==> config.mk <==
export PLATFORM = sky130hd
export DESIGN_NAME = return_addr_stack
export DESIGN_NICKNAME = d
export VERILOG_FILES = /design/src/rtl/return_addr_stack.sv
export SDC_FILE = /design/constraint.sdc
export NUM_CORES = 1
export LEC_CHECK = 0
export ABC_CLOCK_PERIOD_IN_PS = 6650
export CAP_MARGIN = 15
export CELL_PAD_IN_SITES_DETAIL_PLACEMENT = 1
export CELL_PAD_IN_SITES_GLOBAL_PLACEMENT = 1
export CORE_MARGIN = 10
export CORE_UTILIZATION = 35
export CTS_CLUSTER_DIAMETER = 120
export DETAILED_ROUTE_END_ITERATION = 16
export PLACE_DENSITY_LB_ADDON = 0.1
export SLEW_MARGIN = 25
export SYNTH_ARGS = -nofsm -noshare
export SYNTH_HDL_FRONTEND = slang
export SYNTH_SLANG_ARGS = --single-unit
export TNS_END_PERCENT = 10
==> constraint.sdc <==
create_clock -name clk -period 6.65 [get_ports clk]
set_clock_uncertainty 0.2 [all_clocks]
set_input_delay 1.33 -clock clk [delete_from_list [all_inputs] [get_ports clk]]
set_output_delay 1.33 -clock clk [all_outputs]
set_load 0.005 [all_outputs]
==> src/rtl/return_addr_stack.sv <==
// Return-address stack for fetch-side prediction of jalr return targets.
// Circular buffer: a push on a full stack overwrites the oldest entry.
// Optional build macro RAS_CHECKPOINT_EN adds shadow tos/count registers
// for branch-mispredict recovery (save/restore of the stack pointers only).
module return_addr_stack #(
  parameter int size  = 32,
  parameter int DEPTH = 8
) (
  input  logic                     clk,
  input  logic                     rst,
  input  logic                     push_en,
  input  logic [size-1:0]          push_addr,
  input  logic                     pop_en,
  input  logic                     flush_en,
`ifdef RAS_CHECKPOINT_EN
  input  logic                     ckpt_save,
  input  logic                     ckpt_restore,
  output logic [$clog2(DEPTH)-1:0] ckpt_tos,
  output logic [$clog2(DEPTH):0]   ckpt_count,
`endif
  output logic [size-1:0]          top_addr,
  output logic                     top_valid,
  output logic [$clog2(DEPTH):0]   count,
  output logic                     full,
  output logic                     empty
);

  localparam int PW = $clog2(DEPTH);
  localparam int CW = PW + 1;
  localparam logic [CW-1:0] FULL_CNT = CW'(DEPTH);
  localparam logic [PW-1:0] PTR_ONE  = PW'(1);
  localparam logic [CW-1:0] CNT_ONE  = CW'(1);

  logic [size-1:0] r_mem [DEPTH];
  logic [PW-1:0]   r_tos;
  logic [CW-1:0]   r_count;

  logic [PW-1:0]   w_top_idx;
  logic [PW-1:0]   w_tos_nxt;
  logic [CW-1:0]   w_count_nxt;
  logic            w_wr_en;
  logic [PW-1:0]   w_wr_idx;
  logic            w_nonempty;
  logic            w_full;

`ifdef RAS_CHECKPOINT_EN
  logic [PW-1:0]   r_ckpt_tos;
  logic [CW-1:0]   r_ckpt_count;
`endif

  assign w_top_idx  = r_tos - PTR_ONE;
  assign w_nonempty = (r_count != '0);
  assign w_full     = (r_count == FULL_CNT);

  // Next pointer/count and entry write, in priority order flush > restore > push/pop.
  always_comb begin
    w_tos_nxt   = r_tos;
    w_count_nxt = r_count;
    w_wr_en     = 1'b0;
    w_wr_idx    = r_tos;
    if (flush_en) begin
      w_count_nxt = '0;
`ifdef RAS_CHECKPOINT_EN
    end else if (ckpt_restore) begin
      w_tos_nxt   = r_ckpt_tos;
      w_count_nxt = r_ckpt_count;
`endif
    end else if (push_en && pop_en && w_nonempty) begin
      // coroutine jalr: replace the top entry in place
      w_wr_en  = 1'b1;
      w_wr_idx = w_top_idx;
    end else if (push_en) begin
      w_wr_en     = 1'b1;
      w_wr_idx    = r_tos;
      w_tos_nxt   = r_tos + PTR_ONE;
      w_count_nxt = w_full ? r_count : r_count + CNT_ONE;
    end else if (pop_en && w_nonempty) begin
      w_tos_nxt   = w_top_idx;
      w_count_nxt = r_count - CNT_ONE;
    end
  end

  // Stack pointer and occupancy registers.
  always_ff @(posedge clk) begin
    if (rst) begin
      r_tos   <= '0;
      r_count <= '0;
    end else begin
      r_tos   <= w_tos_nxt;
      r_count <= w_count_nxt;
    end
  end

  // Entry storage; contents are deliberately not reset.
  always_ff @(posedge clk) begin
    if (!rst && w_wr_en) begin
      r_mem[w_wr_idx] <= push_addr;
    end
  end

`ifdef RAS_CHECKPOINT_EN
  // Shadow pointers capture the post-update state so a same-cycle push/pop is included.
  always_ff @(posedge clk) begin
    if (rst) begin
      r_ckpt_tos   <= '0;
      r_ckpt_count <= '0;
    end else if (flush_en) begin
      r_ckpt_count <= '0;
    end else if (ckpt_save) begin
      r_ckpt_tos   <= w_tos_nxt;
      r_ckpt_count <= w_count_nxt;
    end
  end

  assign ckpt_tos   = r_ckpt_tos;
  assign ckpt_count = r_ckpt_count;
`endif

  assign top_addr  = w_nonempty ? r_mem[w_top_idx] : '0;
  assign top_valid = w_nonempty;
  assign count     = r_count;
  assign full      = w_full;
  assign empty     = !w_nonempty;

endmodule

==> flow_summary.json, run 1 <==
{
  "seq_area_frac_synth_pct": 75.43,
  "htree_levels": 1,
  "cts.repair_timing.setup_buffer_count": 0,
  "crit_path_start_kind": "flop",
  "cts.path.max_buffers": 3,
  "drt_drc_violations_left": 0,
  "power_report.internal_total_mw": 2.957,
  "cts_num_sinks": 263,
  "syn_area_um2": 10380,
  "synth.top_cell.area_share_pct": 74.08,
  "ant_nets": 0,
  "tightest_slew_ns": 0.9827,
  "crit-reg2reg-launch": "r_tos[0]$_SDFFE_PP0P_",
  "finalSetupTns_ns": 0,
  "global_route_overflow": 0,
  "detail_route.first_pass.iterations": 4,
  "num_io_pins": 76,
  "dpl.hpwl_um": 13870,
  "powerDensity_nw_per_um2": 307.7,
  "largest_family_of_logic_cells_by_synthesized_area": "multiplexers",
  "yosysWarnings": 0,
  "final_period_minus_worst_setup_slack_ns": 5.084,
  "post_synth_main_area_contributors": "edfxtp_1 (74%), mux4_2 (14%), nand2_1 (2.5%), a21oi_1 (1.7%), dfxtp_1 (1.4%)",
  "tritoncts_clock_tree": "built",
  "critical_path.startpoint": "r_tos[0]$_SDFFE_PP0P_",
  "seqPwrFrac_pct": 48.2,
  "unrepaired_setup_endpoints_after_global_routing": "no",
  "hold_viol": 0,
  "outcome": "completed",
  "fp-row-count": 62,
  "chipHeight_um": 192.2,
  "routed_wl_um": 24760,
  "cts-root-buf": "clkbuf_16",
  "clock.fmax_ghz": 0.1967,
  "leading_cell_type_in_the_layout_fill_and_taps_excluded": "edfxtp_1",
  "worstPathCellList": "inv_1, ha_4, nand2b_1, and2_2, nand2_1, a21oi_1, clkdlybuf4s50_1",
  "antenna_fix_cells": 0,
  "weighted_congestion_reported_at_the_end_of_routability_driven_placement": 0.7356,
  "routed_wire_length_per_instance_um": 24.14,
  "synth-compound-area-share_pct": 3.400,
  "io_buffer_count": 75,
  "area_leader_netlist": "edfxtp_1",
  "final_min_period_over_clock_period_pct": 76.46,
  "critical_path.max_stage_delay_ns": 0.84,
  "postCtsHoldBufs": 0,
  "cts_resized": 0,
  "number_of_max_slew_violations_in_the_final_report": 0,
  "pin_count_of_the_biggest_net_entering_global_routing": 50,
  "holdCritPathClass": "reg -> reg",
  "leakagePower_nw": 3.886,
  "total_power_mw": 3.857,
  "via_count": 5287,
  "instance_count_of_the_mapped_netlist": 537,
  "arrival_ns": 3.55,
  "clk_latency_ns": 0.54,
  "layout-drive-gt1-share_pct": 20.56,
  "routed_via_density": 5.153,
  "switchingPower_uw": 900.0,
  "irDropWorstVdd_uv": 200.9,
  "flow.area_growth_from_synthesis_pct": 20.80,
  "design.final.nets": 664,
  "syn_area_per_cell_um2": 19.32,
  "crit_path_top_delay_cell": "and2_2",
  "die_x_um": 192.2,
  "synth.lib_cells_used.distinct": 41,
  "fin_util_pct": 43.21,
  "yosys.area_share.simple_pct": 4.521,
  "floorplan.initialDensity_pct": 35.77,
  "number_of_storage_elements_in_the_synthesis_netlist": 263,
  "pwr-share-clk_pct": 38.6,
  "globalRouteTotalUtil_pct": 13.50,
  "drt_iter0_drc": 316,
  "headroom_to_the_max_slew_limit_pct": 34.49,
  "mostFrequentLayoutCells": "edfxtp_1 (256), clkdlybuf4s50_1 (75), nand2_1 (69)",
  "path_clk_slew_ns": 0.06,
  "grt_first_pass_wirelength_um": 37730,
  "critPathRequiredTime_ns": 5.12,
  "critPathKind": "reg -> out",
  "die_area_um2": 36940,
  "comb_power_share_pct": 13.2,
  "via_count_of_the_first_global_routing_pass": 5966,
  "muxShareOfSynthArea_pct": 13.99,
  "post_synth_xor_area_fraction_pct": 0.4220,
  "numCtsBuffers": 29,
  "cap_violations": 0,
  "setup_viol_count_final": 0,
  "synth-adder-area-share_pct": 0.6752,
  "critical_path.endpoint_type": "output pin",
  "worst-path-max-fanout": 32,
  "placeableCoreArea_um2": 29010,
  "power.switching_fraction_pct": 23.34,
  "synth_nets": 579,
  "hold_path_startpoint": "count[2]$_SDFFE_PP0P_",
  "initial_antenna_violation_count": 1
}
## per-stage QoR
| stage | std cells | setup WS [ns] | cell area [um2] | hold WS, ns |
|---|---|---|---|---|
| finish | 1026 | 1.566 | 12540 | 0.4305 |
| detailed placement | 975 | 1.987 | 11650 | 0.4283 |
| global placement | 974 | 1.916 | 11620 | 0.3979 |
| CTS | 1026 | 1.487 | 12530 | 0.4430 |
| global route | 1026 | 1.300 | 12540 | 0.4681 |
| floorplan | 537 | 2.367 | 10380 | 0.3295 |
## layer usage
metal	share of wire [%]	GRT usage, %	wire, um	vias to the layer above
li1	-	-	-	2336
met1	45	17.68	11070	2807
met2	49	22.55	12100	102
met3	4.2	2.466	1030	40
met4	2.2	3.727	551	2
met5	0.061	0	15	-
## cell type report
class,instances,area [um2]
timing repair buffer,85,849.6
clock buffer,43,818.3
tap,384,480.5
multi-input combinational,235,2466
inverter,8,30.03
sequential,263,7831
clock inverter,8,60.06
fill,2785,16480
## critical path: cells and delay by family (launching register included)
family                   cells  cell delay (ns)
AO/OA/AOI/OAI                1             0.28
AND/OR/NAND/NOR              3             1.18
flip-flops                   1             0.60
buffers and inverters        2             0.71
adder cells (fa/ha/maj)      1             0.20
## cell usage after synthesis
master,number
or4b_2,1
buf_6,1
nor2b_2,1
a41oi_1,1
or4_1,2
mux2i_1,1
xor2_1,2
nand2_1,70
and4b_1,1
edfxtp_1,256
o31ai_1,1
xnor2_1,3
nor3_1,2
a31o_2,1
and2_1,2
a211o_1,1
or2_2,2
buf_2,7
nand2b_1,3
fa_1,1
or3_1,1
or3_4,1
o41ai_4,1
a32oi_2,1
dfxtp_1,7
nor2_1,8
a2111oi_0,4
clkbuf_1,16
or3b_2,1
a31oi_1,3
buf_1,7
nor2b_1,2
o21ai_0,5
a211oi_1,1
a311oi_1,1
mux4_2,64
inv_1,8
a21oi_1,36
nand3_1,5
nand3b_1,2
ha_1,4
## final timing paths
path	endpoint	slack [ns]	cells after the start
setup reg to reg	r_mem[1][5]$_DFFE_PP_	2.71	7
setup / recovery	top_addr[31]	1.57	7
hold / removal	count[2]$_SDFFE_PP0P_	0.43	2
hold reg to reg	count[2]$_SDFFE_PP0P_	0.43	2
## kinds of logic after synthesis
family / count (synthesis)
buffers and inverters: 39
AOI/OAI and AO/OA: 56
xor gates and xnor gates: 5
muxes: 65
and+or+nand+nor: 104
adders and majority gates: 5
DFF: 263
## power groups by stage
stage | clock (mW) | combinational (mW) | sequential (mW)
4_1_cts | 1.53 | 0.525 | 1.86
2_1_floorplan | 0 | 0.289 | 1.88
6_report | 1.49 | 0.509 | 1.86
3_3_place_gp | 0 | 0.509 | 1.89
3_5_place_dp | 0 | 0.522 | 1.90
5_1_grt | 1.59 | 0.558 | 1.86
## registers in the layout, indices dropped and copies added, names as in the netlist
name / cells
r_mem: 256
count: 4
r_tos: 3
(Power assumes the default switching activity.)
==> run 2: changes to the inputs <==
Settings changed: ABC_CLOCK_PERIOD_IN_PS 6650 to 5260.
Clock period 6.65 ns to 5.26 ns, I/O delays scaled along.
==> flow_summary.json, run 2 (same netlist as run 1, synthesis figures left out) <==
{
  "outcome": "completed",
  "die_x_um": 192.2,
  "leakagePower_nw": 3.945,
  "cap_violations": 0,
  "setup_viol_count_final": 0,
  "cts_resized": 0,
  "critical_path.most_common_cell": "buf_4",
  "dp_worst_setup_slack_ns": 0.9298,
  "cts-root-buf": "clkbuf_16",
  "layout-drive-gt1-share_pct": 21.32,
  "placed_cell_area_um2": 11760,
  "holdCritPathClass": "reg -> reg",
  "detail_route.first_pass.iterations": 6,
  "antenna_fix_cells": 0,
  "cts.path.max_buffers": 3,
  "fin_util_pct": 43.71,
  "chipHeight_um": 192.2,
  "via_count": 5373,
  "routed_wl_um": 24800,
  "total_power_mw": 4.946,
  "number_of_max_slew_violations_in_the_final_report": 0,
  "grt_first_pass_wirelength_um": 37790,
  "critical_path.max_stage_delay_ns": 0.72,
  "floorplan.initialDensity_pct": 35.77,
  "fin_cells": 1036,
  "largest_register": "r_mem",
  "die_area_um2": 36940,
  "cts.repair_timing.setup_buffer_count": 0,
  "worst_path_dominant_cell_family": "buffers and inverters",
  "layout_setup_ws_ns": 0.5003,
  "design.final.nets": 672,
  "crit_path_start_kind": "flop",
  "dpl.hpwl_um": 14280,
  "global_route_overflow": 0,
  "postCtsHoldBufs": 0,
  "worstPathCellList": "buf_4, buf_4, mux4_2, nand2_1, a21oi_1, clkdlybuf4s50_1",
  "final.hold.worst_slack_ns": 0.4240,
  "largest_reg_flops": 256,
  "critical_path.endpoint_type": "output pin",
  "numCtsBuffers": 30,
  "post-route-cell-area_um2": 12680,
  "drt_iter0_drc": 328,
  "critPathKind": "reg -> out",
  "headroom_to_the_max_slew_limit_pct": 45.37,
  "critPathRequiredTime_ns": 4.01,
  "leading_cell_type_in_the_layout_fill_and_taps_excluded": "edfxtp_1",
  "pin_count_of_the_biggest_net_entering_global_routing": 38,
  "placed_cells": 982,
  "tritoncts_clock_tree": "built",
  "routed_via_density": 5.186,
  "clock.fmax_ghz": 0.2101,
  "drt_drc_violations_left": 0,
  "num_io_pins": 76,
  "via_count_of_the_first_global_routing_pass": 6023,
  "unrepaired_setup_endpoints_after_global_routing": "no",
  "fp-row-count": 62,
  "finalSetupTns_ns": 0,
  "initial_antenna_violation_count": 0,
  "flow.area_growth_from_synthesis_pct": 22.20,
  "tightest_slew_ns": 0.8183,
  "ant_nets": 0,
  "mostFrequentLayoutCells": "edfxtp_1 (256), clkdlybuf4s50_1 (75), nand2_1 (69)",
  "io_buffer_count": 75,
  "crit_path_top_delay_cell": "buf_4",
  "arrival_ns": 3.51,
  "hold_viol": 0,
  "htree_levels": 1,
  "area_of_combinational_cells_with_multiple_inputs_um2": 2461,
  "fillerInstances": 2775,
  "powerDensity_nw_per_um2": 390.1,
  "path_clk_slew_ns": 0.05,
  "cp_num_buf_inv": 3,
  "register_area_um2": 7831,
  "cts_num_sinks": 263,
  "worst-path-max-fanout": 35,
  "routed_wire_length_per_instance_um": 23.94,
  "globalRouteTotalUtil_pct": 13.62,
  "irDropWorstVdd_uv": 251.1,
  "placeableCoreArea_um2": 29010,
  "clk_latency_ns": 0.53,
  "final_min_period_over_clock_period_pct": 90.49,
  "final_period_minus_worst_setup_slack_ns": 4.760,
  "weighted_congestion_reported_at_the_end_of_routability_driven_placement": 0.6914
}
run 2: cell count changes in the layout (fill, tap and decap cells not counted), moves of 2 or more:
cell / previous run / this run
clkinvlp_4: 0 / 2
clkbuf_8: 4 / 0
clkbuf_16: 29 / 31
clkinv_1: 4 / 6
buf_4: 8 / 11
buf_12: 0 / 6
run 2: worst min-delay path: cells and delay by family, from the launching register on:
family / cells / cell delay [ns]
flip-flops: 1 / 0.36
AO/OA/AOI/OAI: 1 / 0.10
AND/OR/NAND/NOR: 1 / 0.09
run 2: worst paths after layout:
kind	startpoint	end	slack, ns	cells past startpoint
max	r_tos[0]$_SDFFE_PP0P_	top_addr[30]	0.50	6
min	r_tos[1]$_SDFFE_PP0P_	r_tos[1]$_SDFFE_PP0P_	0.42	2
max reg2reg	r_tos[1]$_SDFFE_PP0P_	r_mem[5][4]$_DFFE_PP_	1.72	7
min reg2reg	r_tos[1]$_SDFFE_PP0P_	r_tos[1]$_SDFFE_PP0P_	0.42	2
run 2: area by class of cell:
cell class	count	share of cell area (%)
sequential	263	61.76
multi-input combinational	235	19.41
timing repair buffer	92	7.519
clock buffer	42	6.443
tap	384	3.789
clock inverter	12	0.8485
inverter	8	0.2368
run 2: layer usage:
layer	vias to the layer above	routed length, um	track usage, %
li1	2347	-	-
met1	2897	11140	18.18
met2	105	12270	22.68
met3	24	1108	2.557
met4	0	282	2.952
met5	-	0	0
run 2: where the power goes:
group | switching, mW | total (mW) | leakage [nW] | internal, mW
registers | 0.0126 | 2.34 | 2.36 | 2.33
logic | 0.358 | 0.668 | 1.14 | 0.310
clock network | 0.765 | 1.94 | 0.441 | 1.17
total | 1.14 | 4.95 | 3.94 | 3.81
